## config.mk

```make
export PLATFORM = sky130hd
export DESIGN_NAME = cache_controller
export DESIGN_NICKNAME = d
export VERILOG_FILES = /design/src/rtl/cache_controller.sv
export SDC_FILE = /design/constraint.sdc
export NUM_CORES = 1
export LEC_CHECK = 0
export CAP_MARGIN = 5
export CORE_MARGIN = 5
export CORE_UTILIZATION = 25
export CTS_CLUSTER_DIAMETER = 60
export DETAILED_ROUTE_END_ITERATION = 7
export SLEW_MARGIN = 0
export SYNTH_ARGS = -nofsm -noshare
export SYNTH_HDL_FRONTEND = slang
export SYNTH_SLANG_ARGS = --single-unit
```

## constraint.sdc

```tcl
create_clock -name clk -period 13.8 [get_ports clk]
set_clock_uncertainty 0.1 [all_clocks]
set_input_delay 3.45 -clock clk [delete_from_list [all_inputs] [get_ports clk]]
set_output_delay 3.45 -clock clk [all_outputs]
set_load 0.01 [all_outputs]
```

## src/rtl/cache_controller.sv

```systemverilog
// -----------------------------------------------------------------------------
// cache_controller
//
// Request-side controller for the data_cache array, and the only master of
// that array. It takes single-word CPU reads and writes and splits each
// address into {tag, index}. Hits are resolved against a locally held
// valid-bit vector. Read misses are filled from memory. Writes go
// write-through with allocate.
//
// Ports
//   clk, rst                      clock (rising edge), async active-high reset
//   cpu_req_valid/ready           CPU request handshake
//   cpu_req_wr/addr/wdata         CPU request payload (wr: 1 = write)
//   cpu_rsp_valid                 one-cycle response pulse, no backpressure
//   cpu_rsp_data/hit              read data or echoed write data; hit flag
//   mem_req_valid/ready           memory request handshake
//   mem_req_wr/addr/wdata         memory request payload
//   mem_rsp_valid/data            memory read return
//   cache_enable, rd_wr_sel       array strobe and direction (1 = write)
//   index_sel, write_index        array line select and {valid, tag, data} line
//   cache_read_data, cache_tag    array read data (registered) and tag (comb)
//   hit_count, miss_count         saturating read hit/miss counters
// -----------------------------------------------------------------------------
module cache_controller #(
    parameter int index_count = 256,
    parameter int data        = 11,
    parameter int tag         = 20,
    localparam int IW         = $clog2(index_count),
    localparam int AW         = tag + IW
) (
    input  logic                  clk,
    input  logic                  rst,
    input  logic                  cpu_req_valid,
    output logic                  cpu_req_ready,
    input  logic                  cpu_req_wr,
    input  logic [AW-1:0]         cpu_req_addr,
    input  logic [data-1:0]       cpu_req_wdata,
    output logic                  cpu_rsp_valid,
    output logic [data-1:0]       cpu_rsp_data,
    output logic                  cpu_rsp_hit,
    output logic                  mem_req_valid,
    input  logic                  mem_req_ready,
    output logic                  mem_req_wr,
    output logic [AW-1:0]         mem_req_addr,
    output logic [data-1:0]       mem_req_wdata,
    input  logic                  mem_rsp_valid,
    input  logic [data-1:0]       mem_rsp_data,
    output logic                  cache_enable,
    output logic                  rd_wr_sel,
    output logic [IW-1:0]         index_sel,
    output logic [tag+data:0]     write_index,
    input  logic [data-1:0]       cache_read_data,
    input  logic [tag-1:0]        cache_tag,
    output logic [15:0]           hit_count,
    output logic [15:0]           miss_count
);

    typedef enum logic [3:0] {
        IDLE, LOOKUP, HIT_RD, MISS_REQ, MISS_WAIT, FILL, WR_CACHE, WR_MEM, RESP
    } state_t;

    state_t                 state;
    logic [AW-1:0]          addr_q;
    logic [data-1:0]        wdata_q;
    logic [data-1:0]        rsp_data_q;
    logic [index_count-1:0] valid_q;
    logic [15:0]            hit_q;
    logic [15:0]            miss_q;

    logic [IW-1:0]          idx;
    logic [tag-1:0]         addr_tag;
    logic                   lookup_hit;

    assign idx        = addr_q[IW-1:0];
    assign addr_tag   = addr_q[AW-1:IW];
    // The array tag follows index_sel combinationally, so this is valid in LOOKUP.
    assign lookup_hit = valid_q[idx] && (cache_tag == addr_tag);

    assign index_sel     = idx;
    assign mem_req_addr  = addr_q;
    assign mem_req_wdata = wdata_q;
    assign cpu_rsp_data  = rsp_data_q;
    assign hit_count     = hit_q;
    assign miss_count    = miss_q;

    // Outputs are registered: each one is set on the edge that enters the
    // state it belongs to, so it is stable for the whole of that state.
    always_ff @(posedge clk or posedge rst) begin
        if (rst) begin
            state         <= IDLE;
            addr_q        <= '0;
            wdata_q       <= '0;
            rsp_data_q    <= '0;
            // NOTE: valid_q is a flag vector, not a storage array, so it takes
            // the async reset; this is what invalidates every line at once.
            valid_q       <= '0;
            hit_q         <= '0;
            miss_q        <= '0;
            cpu_req_ready <= 1'b0;
            cpu_rsp_valid <= 1'b0;
            cpu_rsp_hit   <= 1'b0;
            mem_req_valid <= 1'b0;
            mem_req_wr    <= 1'b0;
            cache_enable  <= 1'b0;
            rd_wr_sel     <= 1'b0;
            write_index   <= '0;
        end else begin
            // NOTE: non-blocking throughout; the later assignment in a branch
            // overrides these single-cycle defaults.
            cpu_rsp_valid <= 1'b0;
            cache_enable  <= 1'b0;
            rd_wr_sel     <= 1'b0;

            unique case (state)
                IDLE: begin
                    cpu_req_ready <= 1'b1;
                    if (cpu_req_valid && cpu_req_ready) begin
                        cpu_req_ready <= 1'b0;
                        addr_q        <= cpu_req_addr;
                        wdata_q       <= cpu_req_wdata;
                        cache_enable  <= 1'b1;
                        if (cpu_req_wr) begin
                            rd_wr_sel   <= 1'b1;
                            write_index <= {1'b1, cpu_req_addr[AW-1:IW], cpu_req_wdata};
                            state       <= WR_CACHE;
                        end else begin
                            state       <= LOOKUP;
                        end
                    end
                end
                LOOKUP: begin
                    if (lookup_hit) begin
                        if (hit_q != 16'hFFFF) hit_q <= hit_q + 16'd1;
                        state <= HIT_RD;
                    end else begin
                        if (miss_q != 16'hFFFF) miss_q <= miss_q + 16'd1;
                        mem_req_valid <= 1'b1;
                        mem_req_wr    <= 1'b0;
                        state         <= MISS_REQ;
                    end
                end
                HIT_RD: begin
                    // Array read data lands one cycle after the LOOKUP strobe.
                    rsp_data_q    <= cache_read_data;
                    cpu_rsp_hit   <= 1'b1;
                    cpu_rsp_valid <= 1'b1;
                    state         <= RESP;
                end
                MISS_REQ: begin
                    // mem_rsp_valid is deliberately not looked at here.
                    if (mem_req_ready) begin
                        mem_req_valid <= 1'b0;
                        state         <= MISS_WAIT;
                    end
                end
                MISS_WAIT: begin
                    if (mem_rsp_valid) begin
                        rsp_data_q   <= mem_rsp_data;
                        cpu_rsp_hit  <= 1'b0;
                        cache_enable <= 1'b1;
                        rd_wr_sel    <= 1'b1;
                        write_index  <= {1'b1, addr_tag, mem_rsp_data};
                        state        <= FILL;
                    end
                end
                FILL: begin
                    valid_q[idx]  <= 1'b1;
                    cpu_rsp_valid <= 1'b1;
                    state         <= RESP;
                end
                WR_CACHE: begin
                    valid_q[idx]  <= 1'b1;
                    mem_req_valid <= 1'b1;
                    mem_req_wr    <= 1'b1;
                    state         <= WR_MEM;
                end
                WR_MEM: begin
                    if (mem_req_ready) begin
                        mem_req_valid <= 1'b0;
                        mem_req_wr    <= 1'b0;
                        rsp_data_q    <= wdata_q;
                        cpu_rsp_hit   <= 1'b0;
                        cpu_rsp_valid <= 1'b1;
                        state         <= RESP;
                    end
                end
                RESP: begin
                    cpu_req_ready <= 1'b1;
                    state         <= IDLE;
                end
                default: state <= IDLE;
            endcase
        end
    end

endmodule

```

==> run metrics <==
Worst-Margin Slew 1.22 ns; worst hold path type register to register; synthesized cell area 0.0169 mm^2; CTS tree yes; Finished Layout Cells ~2,400; main area contributors after synthesis dfrtp_1 56%, a21o_1 7.5%, mux4_2 7.3%; die area approximately 0.073 mm^2; Initial Util around a quarter; Gates resized, CTS repair 0; Rows 95; PwrDens 204 mW/mm^2; CORE AREA 0.0672 mm^2; relative slew slack approximately 19%; final core utilization 31.9%; #FFs+latches synth 381; largest net degree at the start of global routing 195; post-synth cell types between 50 and 60; Clock Path Buffers 3; Peak Freq approximately 170 MHz; Sequential Power Share 38.1%; post-synthesis sequential area ratio around 56%; ys flop type dfrtp_1; Int Power 2.80 mW; io pins 216; Yosys top cell area share 56.4%; Nets ~1,600; R2R depth 9; Clk Tree Root Cell clkbuf_16; Final Power ~4.4 mW; PnR worst setup slack 7.99 ns; Synth top cells by count 381 x dfrtp_1, 170 x a21o_1, 87 x o21bai_1, 75 x nand2_1, 62 x clkbuf_1; number of enable flip-flop cells after synthesis 0; Avg WL per Cell 21.4 um; initial antenna violation count 0; area grow syn2layout 26.5%; first-pass GRT wire length 80,800 um; via count 12,088; Pre-Repair DR Iteration Count 5; crit path launch cache_tag[15]; htree depth 2; vias in the first global route 13,019; residual DRC count 0; vias per cell 4.94; Die Span X 270 um; reg2reg start mem_req_addr[1]; worst slack, placed 7.39 ns; cts hold-fix bufs 0; 1st-iter DRT viols 947; Setup Fix Bufs, Post-CTS 0; CP endpoint kind register; gr ovfl total 0; Diodes inserted 0; WL final 52,400 um; antenna-violating nets left 0; Setup TNS 0 ns; status completed; sw frac roughly 36%; Max VDD drop 0.105 mV; clk slew on worst S/H paths 0.06 ns; Worst-Skew Late Latency 0.57 ns; reg2reg end miss_count[1]; fraction of layout cells with a size suffix above 1 13.7%; count leader, synth dfrtp_1; Final Max Slew Viols 0; fillers about 6,700; Leak 10.6 nW; Die Y-Extent 270 um; CP Max Fanout 32; synthesized area per cell 12.5 um^2; RSZ-0062 raised after global routing false; Detailed Place HPWL 34,700 um; min cycle time layout roughly 5.8 ns; WP data arrival 6.14 ns; GRT Util Overall approximately 14%; Logic pwr share a little over a third; Clk pwr share 27.0%; switching pwr 1.56 mW; leading area contributor after synthesis dfrtp_1; crit path kind input pin to register; flop-to-flop setup slack between 9 and 10 ns; Cells after DPL 2,370; Setup crit end hit_count[1]; number of max-cap violations 0; Final Setup Violations 0; Num CTS Buffers 43; Worst setup SP type input pin; CTS sink cnt 381; syn nets 1,442; final hold vios 0; PortBufs 215; Synth Warn # 0; Worst EP required 14.14 ns; Post-Synthesis Cells 1,353; gpl congestion between 0.9 and 1; async set-reset flop share out of synthesis 100%; Final period util around 42%
-- how the worst min path moves through the flow --
stage | start | endpoint | slack [ns] | cells past startpoint
floorplan | valid_q[246] | valid_q[246] | 0.32 | 1
CTS | valid_q[202] | valid_q[202] | 0.35 | 1
global placement | valid_q[86] | valid_q[86] | 0.33 | 1
detailed placement | valid_q[202] | valid_q[202] | 0.34 | 1
global route | valid_q[86] | valid_q[86] | 0.36 | 1
finish | valid_q[249] | valid_q[249] | 0.35 | 1
-- layer usage --
layer | GRT usage, % | share of wire [%] | vias up
li1 | - | - | 5291
met1 | 17.9 | 42 | 6274
met2 | 22.9 | 47 | 438
met3 | 4.32 | 8.2 | 85
met4 | 4.17 | 2.6 | 0
met5 | 0 | 0 | -
-- critical path, cell delays in order --
cell	delay [ns]
clkdlybuf4s50_1	0.42
xor2_1	0.21
nor4_1	0.27
nand3_1	0.13
nor3_1	0.41
o41ai_1	0.17
a21o_2	0.44
nor2_1	0.26
mux2_2	0.35
-- per-stage QoR --
step           cell area (um^2)  hold WS (ns)
2_1_floorplan             16900         0.322
3_3_place_gp              19900         0.332
3_5_place_dp              19900         0.339
4_1_cts                   21400         0.352
5_1_grt                   21400         0.360
6_report                  21400         0.350
-- layout make-up --
| class | count | area, um^2 | share of cell area [%] |
|---|---|---|---|
| tap | 873 | 1090 | 5.10 |
| inverter | 5 | 22.5 | 0.105 |
| sequential | 381 | 9540 | 44.6 |
| timing repair buffer | 243 | 2370 | 11.1 |
| clock inverter | 16 | 206 | 0.965 |
| clock buffer | 61 | 1250 | 5.86 |
| multi-input combinational | 868 | 6910 | 32.3 |
-- registers in the layout, indices dropped and copies added, names as in the netlist, 4 cells and up --
| register | count |
|---|---|
| state | 4 |
| cpu_rsp_data | 11 |
| mem_req_addr | 28 |
| mem_req_wdata | 11 |
| valid_q | 256 |
| hit_count | 16 |
| write_index | 32 |
| miss_count | 16 |
-- power by group through the flow --
| stage | clock [mW] | combinational, mW | sequential (mW) |
|---|---|---|---|
| after floorplan | 0 | 0.894 | 1.60 |
| after global placement | 0 | 1.51 | 1.67 |
| after detailed placement | 0 | 1.53 | 1.68 |
| after CTS | 1.21 | 1.53 | 1.67 |
| after global routing | 1.25 | 1.62 | 1.70 |
| final | 1.18 | 1.52 | 1.66 |
-- cells by family after synthesis --
kind of cell             after synthesis  share of synthesized area, %
flip-flops                           381                          56.4
multiplexers                         142                          12.8
AO/OA/AOI/OAI                        387                          16.4
XOR/XNOR                              50                          2.59
buffers and inverters                104                          3.17
adder cells (fa/ha/maj)                2                         0.148
AND/OR/NAND/NOR                      287                          8.51
-- placed cells by master, fill, tap and decap left out, types with 15 or more instances in the layout --
cell,instances
dfrtp_1,378
clkdlybuf4s50_1,215
a21o_1,170
o21bai_1,87
nand2_1,75
mux4_2,55
nor2_1,47
mux2i_1,44
clkbuf_16,44
mux2_2,42
o21ai_0,38
nand3_1,27
a21oi_1,27
buf_4,27
xor2_1,26
xnor2_1,24
nor3_1,21
and2_1,20
nor2b_1,17
and3_1,15
(Power assumes the default switching activity.)
